**src/rtl/fft_bitrev_reorder.sv**
```systemverilog
// Bit-reversed to natural-order frame reorder buffer with ping-pong banks.
// The writer fills one bank in bit-reversed order while the reader drains the
// other bank in natural order through a one-deep output register.
module fft_bitrev_reorder #(
    parameter int unsigned N_LOG2 = 4,
    parameter int unsigned WIDTH  = 32
) (
    input  logic             clk,
    input  logic             rst,
    input  logic             in_valid,
    output logic             in_ready,
    input  logic             in_sof,
    input  logic [WIDTH-1:0] in_data,
    output logic             out_valid,
    input  logic             out_ready,
    output logic             out_sof,
    output logic             out_eof,
    output logic [WIDTH-1:0] out_data
);

    localparam int unsigned N  = 1 << N_LOG2;
    localparam int unsigned AW = N_LOG2;
    localparam int unsigned CW = N_LOG2 + 1;

    typedef enum logic {WR_FILL, WR_HOLD}  wr_state_t;
    typedef enum logic {RD_IDLE, RD_DRAIN} rd_state_t;

    wr_state_t        wr_state;
    wr_state_t        wr_next;
    rd_state_t        rd_state;
    rd_state_t        rd_next;
    logic             wr_bank;
    logic [AW-1:0]    wr_cnt;
    logic [CW-1:0]    rd_addr;

    logic [WIDTH-1:0] mem [2][N];

    logic             accept;
    logic [AW-1:0]    wr_idx;
    logic             wr_last;
    logic             rd_busy;
    logic             rd_load;
    logic             rd_fin;
    logic             rd_free;
    logic             swap;
    logic             rd_bank;

    // Reverse the address bits of a beat index.
    function automatic logic [AW-1:0] bitrev(input logic [AW-1:0] a);
        logic [AW-1:0] r;
        r = '0;
        for (int b = 0; b < int'(AW); b++) begin
            r[b] = a[int'(AW) - 1 - b];
        end
        return r;
    endfunction

    // Next-state logic for both FSMs, bank swap and read-register load.
    always_comb begin
        wr_next = wr_state;
        rd_next = rd_state;
        swap    = 1'b0;

        accept  = in_valid && in_ready;
        wr_idx  = in_sof ? '0 : wr_cnt;
        wr_last = accept && (wr_idx == AW'(N - 1));
        rd_bank = ~wr_bank;

        // Reader still needs its bank until the last address has been loaded.
        rd_busy = (rd_state == RD_DRAIN) && (rd_addr != CW'(N));
        rd_load = rd_busy && (!out_valid || out_ready);
        rd_fin  = rd_load && (rd_addr == CW'(N - 1));
        rd_free = !rd_busy || rd_fin;

        unique case (wr_state)
            WR_FILL: begin
                if (wr_last) begin
                    if (rd_free) begin
                        swap = 1'b1;
                    end else begin
                        wr_next = WR_HOLD;
                    end
                end
            end
            WR_HOLD: begin
                if (rd_free) begin
                    swap    = 1'b1;
                    wr_next = WR_FILL;
                end
            end
            default: wr_next = WR_FILL;
        endcase

        if (swap) begin
            rd_next = RD_DRAIN;
        end else if ((rd_state == RD_DRAIN) && !rd_busy && out_valid && out_ready) begin
            rd_next = RD_IDLE;
        end
    end

    // Control state, counters and registered ready.
    always_ff @(posedge clk or posedge rst) begin
        if (rst) begin
            wr_state <= WR_FILL;
            rd_state <= RD_IDLE;
            wr_bank  <= 1'b0;
            wr_cnt   <= '0;
            rd_addr  <= '0;
            in_ready <= 1'b0;
        end else begin
            wr_state <= wr_next;
            rd_state <= rd_next;
            in_ready <= (wr_next == WR_FILL);
            if (swap) begin
                wr_bank <= ~wr_bank;
            end
            if (accept) begin
                wr_cnt <= wr_last ? '0 : wr_idx + AW'(1);
            end
            if (swap) begin
                rd_addr <= '0;
            end else if (rd_load) begin
                rd_addr <= rd_addr + CW'(1);
            end
        end
    end

    // Bank storage; contents are not reset.
    always_ff @(posedge clk) begin
        if (accept) begin
            mem[wr_bank][bitrev(wr_idx)] <= in_data;
        end
    end

    // One-deep output register; fields change only when it loads.
    always_ff @(posedge clk or posedge rst) begin
        if (rst) begin
            out_valid <= 1'b0;
            out_sof   <= 1'b0;
            out_eof   <= 1'b0;
            out_data  <= '0;
        end else if (rd_load) begin
            out_valid <= 1'b1;
            out_sof   <= (rd_addr == CW'(0));
            out_eof   <= (rd_addr == CW'(N - 1));
            out_data  <= mem[rd_bank][rd_addr[AW-1:0]];
        end else if (out_ready) begin
            out_valid <= 1'b0;
        end
    end

endmodule

```
**config.mk**
```make
export PLATFORM = sky130hd
export DESIGN_NAME = fft_bitrev_reorder
export DESIGN_NICKNAME = d
export VERILOG_FILES = /design/src/rtl/fft_bitrev_reorder.sv
export SDC_FILE = /design/constraint.sdc
export NUM_CORES = 1
export LEC_CHECK = 0
export CORE_AREA = 3 3 377 379
export CTS_CLUSTER_DIAMETER = 200
export DETAILED_ROUTE_END_ITERATION = 8
export DIE_AREA = 0 0 380 382
export PLACE_DENSITY_LB_ADDON = 0.05
export SLEW_MARGIN = 20
export SYNTH_ARGS = -nofsm -noshare
export SYNTH_HDL_FRONTEND = slang
export SYNTH_SLANG_ARGS = --single-unit
```
**constraint.sdc**
```tcl
create_clock -name clk -period 4.1 [get_ports clk]
set_input_delay 0.82 -clock clk [delete_from_list [all_inputs] [get_ports clk]]
set_output_delay 0.82 -clock clk [all_outputs]
set_load 0.005 [all_outputs]
```
== Yosys cells after proc, flatten, opt, wreduce, memory -nomap -nowiden ==
Memory sizes are Yosys's and may differ from the RTL's.
Cells that the tools add are included.
W data, S select, Z words.
Storage, ports and cells
  register bits after elaboration: 48
  latch bits: 0
  memory bits (writable): 1024
  bits in read-only memories: 0
  bits of input ports: 37
  output and inout port bits: 36
  logic and storage cells: 62
  memories: 1
Memories
  mem: depth 2, width 512, read ports 1, clocked after Yosys merged registers in 0, write ports 1, RTL line 36  | logic [WIDTH-1:0] mem [2][N];
Cells by class
  add/subtract/negate cells: 2
  multiply operators: 0
  divide/modulo/power cells: 0
  magnitude comparators: 3
  equality and inequality tests: 3
  shifts and indexed selects: 0
  mux-type cells: 21
  bitwise operators: 5
  reductions and logical operators: 17
Operators with widths (count)
  $mux W512: 1
  $bmux W32 S4: 1
  $demux W32 S4: 1
  $mux W32: 3
  $ge A5 B5 Y1 const B: 2
  $mux W5: 2
  $not A4 Y5: 2
  $logic_and A1 B1 Y1: 9
  $mux W1: 9
  $mux W4: 2
  $reduce_bool A2 Y1: 3
  $add A5 B1 Y5 const B: 1
  $eq A5 B4 Y1 const B: 1
  $logic_not A5 Y1: 1
  $lt A5 B1 Y1 const B: 1
  $ne A5 B5 Y1 const B: 1
  $add A4 B1 Y4 const B: 1
  $eq A4 B4 Y1 const B: 1
  $pmux W1 S2: 2
  $not A1 Y1: 3
  $logic_not A1 Y1: 2
  $logic_or A1 B1 Y1: 2

== Depth between registers and ports, before layout ==
  word-level depth: 9
  mapped depth: 11
  depth with buffers taken out: 7

== Worst setup path after synthesis ==
No wires, ideal clock.
  kind: input-to-reg
  start point: input port in_sof
  end point: memory mem[0][0] in the netlist's numbering, enable pin
  library setup time: 0.461 ns
  arrival time: 3.585 ns
  data required time: 3.639 ns
  slack: 0.054 ns
  stages: 4
  buffers on the path: 0
  path through: nor2b_1 -> ha_1 -> nand2_1 -> nor3_1
On the way
  cells in the longest elaborated chain, start to end: 7
  elaborated cells on any way between the ends: 8
  those cells by class: order compare: 2; mux: 4; bitwise: 1; reduce/logical: 1
Ends and longest elaborated chain
  start, declared: RTL line 12  | input logic in_sof,
  $mux W4 (*): RTL line 65  | wr_idx = in_sof ? '0 : wr_cnt;
  $not A4 Y5 (implied by the code) (*): RTL line 131  | mem[wr_bank][bitrev(wr_idx)] <= in_data;
  $ge A5 B5 Y1 (implied by the code) or $lt A5 B1 Y1 (tied branches): RTL line 131
  $logic_and A1 B1 Y1 (implied by the code): RTL line 131
  $mux W32 (implied by the code): RTL line 131
  $demux W32 S4 (*): RTL line 131
  $mux W512 (implied by the code) (*): RTL line 131
  end, declared: RTL line 36
Every way passes the cells marked *; elsewhere a longest branch is shown, timed or not.

== Final worst setup path ==
  start point: register wr_bank
  end point: register out_data[14]
On the way
  cells in the longest elaborated chain, start to end: 5
Ends and longest elaborated chain
  start, declared: RTL line 32  | logic wr_bank;
  start signal, assigned: RTL line 115  | wr_bank <= ~wr_bank;
  $not A1 Y1: RTL line 67  | rd_bank = ~wr_bank;
  $mem_v2 Z2 W512
  $bmux W32 S4: RTL line 146  | out_data <= mem[rd_bank][rd_addr[AW-1:0]];
  $mux W32 (implied by the code) (2 in series): RTL line 146
  end signal, assigned: RTL line 146
  end, declared: RTL line 18  | output logic [WIDTH-1:0] out_data
Every way passes these cells. The select of a mux whose other input is x is not followed.
A chain may end at the register's enable or synchronous reset.

==> out/qor.json <==
{
  "critical_path": {
    "timing.critical_path.required_ns": 4.64,
    "crit_path_end_kind": "flip-flop",
    "cp_cell_sequence": "buf_4, mux4_2, mux2_2, a32oi_1, a31oi_1",
    "setup.reg_to_reg.worst_slack_ns": 1.04,
    "cp-start-kind": "flip-flop",
    "critPathKind": "flip-flop to flip-flop",
    "cp_data_arrival_time_ns": 3.60,
    "crit_fanout": 22,
    "cpPeakStageDelay_ns": 0.82,
    "critical_path.slowest_cell": "sky130_fd_sc_hd__dfrtp_4"
  },
  "die": {
    "start_util_pct": 29.8,
    "rows": 137,
    "y_dimension_of_the_die_um": 382,
    "die_x_um": 380,
    "core_area_sq_mm": 0.139,
    "dieArea_sq_mm": 0.145,
    "pin_count": 73
  },
  "layout": {
    "seq_area_sq_mm": 0.0320,
    "proportion_of_layout_cells_with_a_drive_suffix_above_1_pct": 25.7,
    "layout_commonest_cell": "sky130_fd_sc_hd__edfxtp_1",
    "final_net_count": 2246,
    "multi_input_comb_area_sq_mm": 0.00902,
    "area_delta_synth_final_pct": 17.7,
    "final_cell_area_sq_mm": 0.0489,
    "commonest_cells_after_routing_fill_and_taps_aside": "sky130_fd_sc_hd__edfxtp_1, sky130_fd_sc_hd__mux2i_1, sky130_fd_sc_hd__mux4_2",
    "layout.filler_cells": 13129
  },
  "place": {
    "place_congestion": 0.764,
    "port-buffer-count": 72,
    "dpl.hpwl_um": 74800,
    "place_area_sq_mm": 0.0451
  },
  "logic_synthesis": {
    "syn_avg_cell_area_sq_um": 20.6,
    "number_of_nets_in_the_synthesized_netlist": 2062,
    "synth-edff-count": 1024,
    "syn_area_sq_mm": 0.0415,
    "ys_ff_latch": 1072,
    "synth_sequential_area_ratio_pct": 76.9,
    "yosys_warnings": 0,
    "post_synth_num_cell_types": 43,
    "async_flop_share_pct": 4.48,
    "post_synth_inst_count": 2018,
    "synth_ff_type": "sky130_fd_sc_hd__edfxtp_1"
  },
  "sta": {
    "total_of_endpoints_with_negative_setup_slack_in_the_final_report": 0,
    "achievable-frequency_mhz": 326,
    "timing.slew.headroom_pct": 42.1,
    "clock-skew-final_ns": 0.0267,
    "report.final.hold_viol_count": 0,
    "slew_viol_final": 0,
    "timing.final.crit_share_pct": 74.7,
    "grt_setup_unrepaired": "no",
    "worst_slew_pin_slew_ns": 0.868,
    "setup_tns_ns": 0,
    "period_minus_slack_ns": 3.06
  },
  "global_routing": {
    "grt.total_usage_pct": 16.7,
    "antenna_found_initial": 4,
    "grt_start_max_net_pins": 69,
    "global_route_wire_length_before_repair_um": 171000,
    "grt_overflow": 0,
    "grt_pass1_vias": 21112
  },
  "cts": {
    "clock-root-buffer": "sky130_fd_sc_hd__clkbuf_16",
    "clkSinkCount": 1072,
    "clk-insertion-delay-late_ns": 0.71,
    "cts_max_level": 3,
    "cts.reportedPaths.clkPinSlew_ns": 0.06,
    "cts_hold_buf": 0,
    "cts_made_buffers": 119,
    "tritoncts": "yes",
    "post_cts_buffers": 0,
    "clockBufferDepth": 3,
    "cts_resizes": 0
  },
  "drt": {
    "routed_wire_length_per_instance_um": 29.0,
    "initialDrtViolationCount": 1560,
    "detail_route.wirelength_um": 121000,
    "routed-via-count": 20061,
    "viasPerCell": 4.80,
    "drt_pass1_iterations": 5,
    "detail_route.drc_violations": 0,
    "post_route_antenna_net_violation_count": 0
  },
  "power_and_ir_drop": {
    "vdd.ir_drop.worst_mv": 0.323,
    "p_leak_nw": 15.0,
    "p_per_area_mw_per_mm2": 583
  },
  "run_status": {
    "run_status": "completed"
  },
  "job": {
    "timing.max_cap.violations": 0
  },
  "hold_path": {
    "hp-class": "flip-flop to flip-flop"
  }
}
## through the flow
step | utilization [%] | power [W] | hold WS, ns | instances | setup slack, ns
2_1_floorplan | - | 0.0155 | 0.436 | 2018 | 0.0538
3_3_place_gp | 32.4 | 0.0187 | 0.467 | 3957 | 0.565
3_5_place_dp | 32.4 | 0.0187 | 0.468 | 3957 | 0.559
4_1_cts | 35.1 | 0.0291 | 0.480 | 4180 | 0.989
5_1_grt | 35.1 | 0.0297 | 0.507 | 4180 | 0.971
6_report | 35.1 | 0.0285 | 0.473 | 4182 | 1.04
## critical path, delay by kind of cell, from the launching register on
kind,cells,cell delay (ns)
AOI/OAI and AO/OA,2,0.74
muxes,2,0.89
buffers and inverters,1,0.39
DFF,1,0.82
## flip-flops by register name (all words and copies together), names as in the netlist
name	cells
in_ready	1
mem	1024
out_data	32
out_eof	1
out_sof	1
out_valid	1
rd_addr	5
rd_state	1
wr_bank	1
wr_cnt	4
wr_state	1
## final timing paths
check | endpoint | depth (start not counted) | from
min in group asynchronous | out_data[13] | 2 | rst
max in group asynchronous | out_data[23] | 3 | rst
min | out_eof | 2 | out_eof
min reg2reg | out_eof | 2 | out_eof
max | out_data[14] | 5 | wr_bank
max reg2reg | out_data[14] | 5 | wr_bank
## area by class of cell
cell class | instances | share of cell area (%)
Tap cell | 1876 | 4.80
Sequential cell | 1072 | 65.4
Timing Repair Buffer | 181 | 3.62
Clock buffer | 178 | 6.97
Multi-Input combinational cell | 819 | 18.4
Inverter | 9 | 0.0742
Antenna cell | 2 | 0.0102
Clock inverter | 45 | 0.704
## synth_stat cells (all sizes together) (2+ instances only)
library cell | n | share of area (%)
a21oi | 68 | 0.82
nand3 | 6 | 0.072
a32oi | 32 | 0.67
clkbuf | 43 | 0.39
nor2 | 68 | 0.62
mux4 | 160 | 8.7
or2 | 3 | 0.045
ha | 7 | 0.21
a31oi | 33 | 0.50
inv | 9 | 0.081
nand2 | 55 | 0.50
mux2 | 96 | 2.6
nand2b | 2 | 0.030
and3 | 3 | 0.045
buf | 75 | 1.5
nor2b | 6 | 0.090
dfrtp | 48 | 2.9
xor2 | 2 | 0.042
edfxtp | 1024 | 74
o31ai | 2 | 0.036
mux2i | 161 | 3.9
nor3 | 5 | 0.060
o21ai | 2 | 0.024
and2 | 2 | 0.030
a221o | 32 | 0.77
a22oi | 64 | 1.2
## where the power goes
group / internal, W / switching (W)
sequential: 0.0123 / 0.000501
clock: 0.00600 / 0.00424
combinational: 0.00205 / 0.00343
## cell families (layout without fill, tap and decap cells)
group | count (synthesis) | in the layout | share of synthesized area (%)
AO/OA/AOI/OAI | 237 | 237 | 4.06
AND/OR/NAND/NOR | 155 | 155 | 1.59
adder cells (fa/ha/maj) | 7 | 7 | 0.211
other | 0 | 2 | 0
flip-flops | 1072 | 1072 | 76.9
multiplexers | 417 | 417 | 15.2
XOR/XNOR | 3 | 3 | 0.0633
buffers and inverters | 127 | 413 | 1.99
## per-layer routing
layer	wire, um	track usage (%)	vias to the layer above
met5	0	0	-
met4	2560	3.85	0
met3	3920	2.78	143
met2	59700	27.9	361
met1	55000	22.7	10830
li1	-	-	8727
Power figures use the tool's default switching activity.
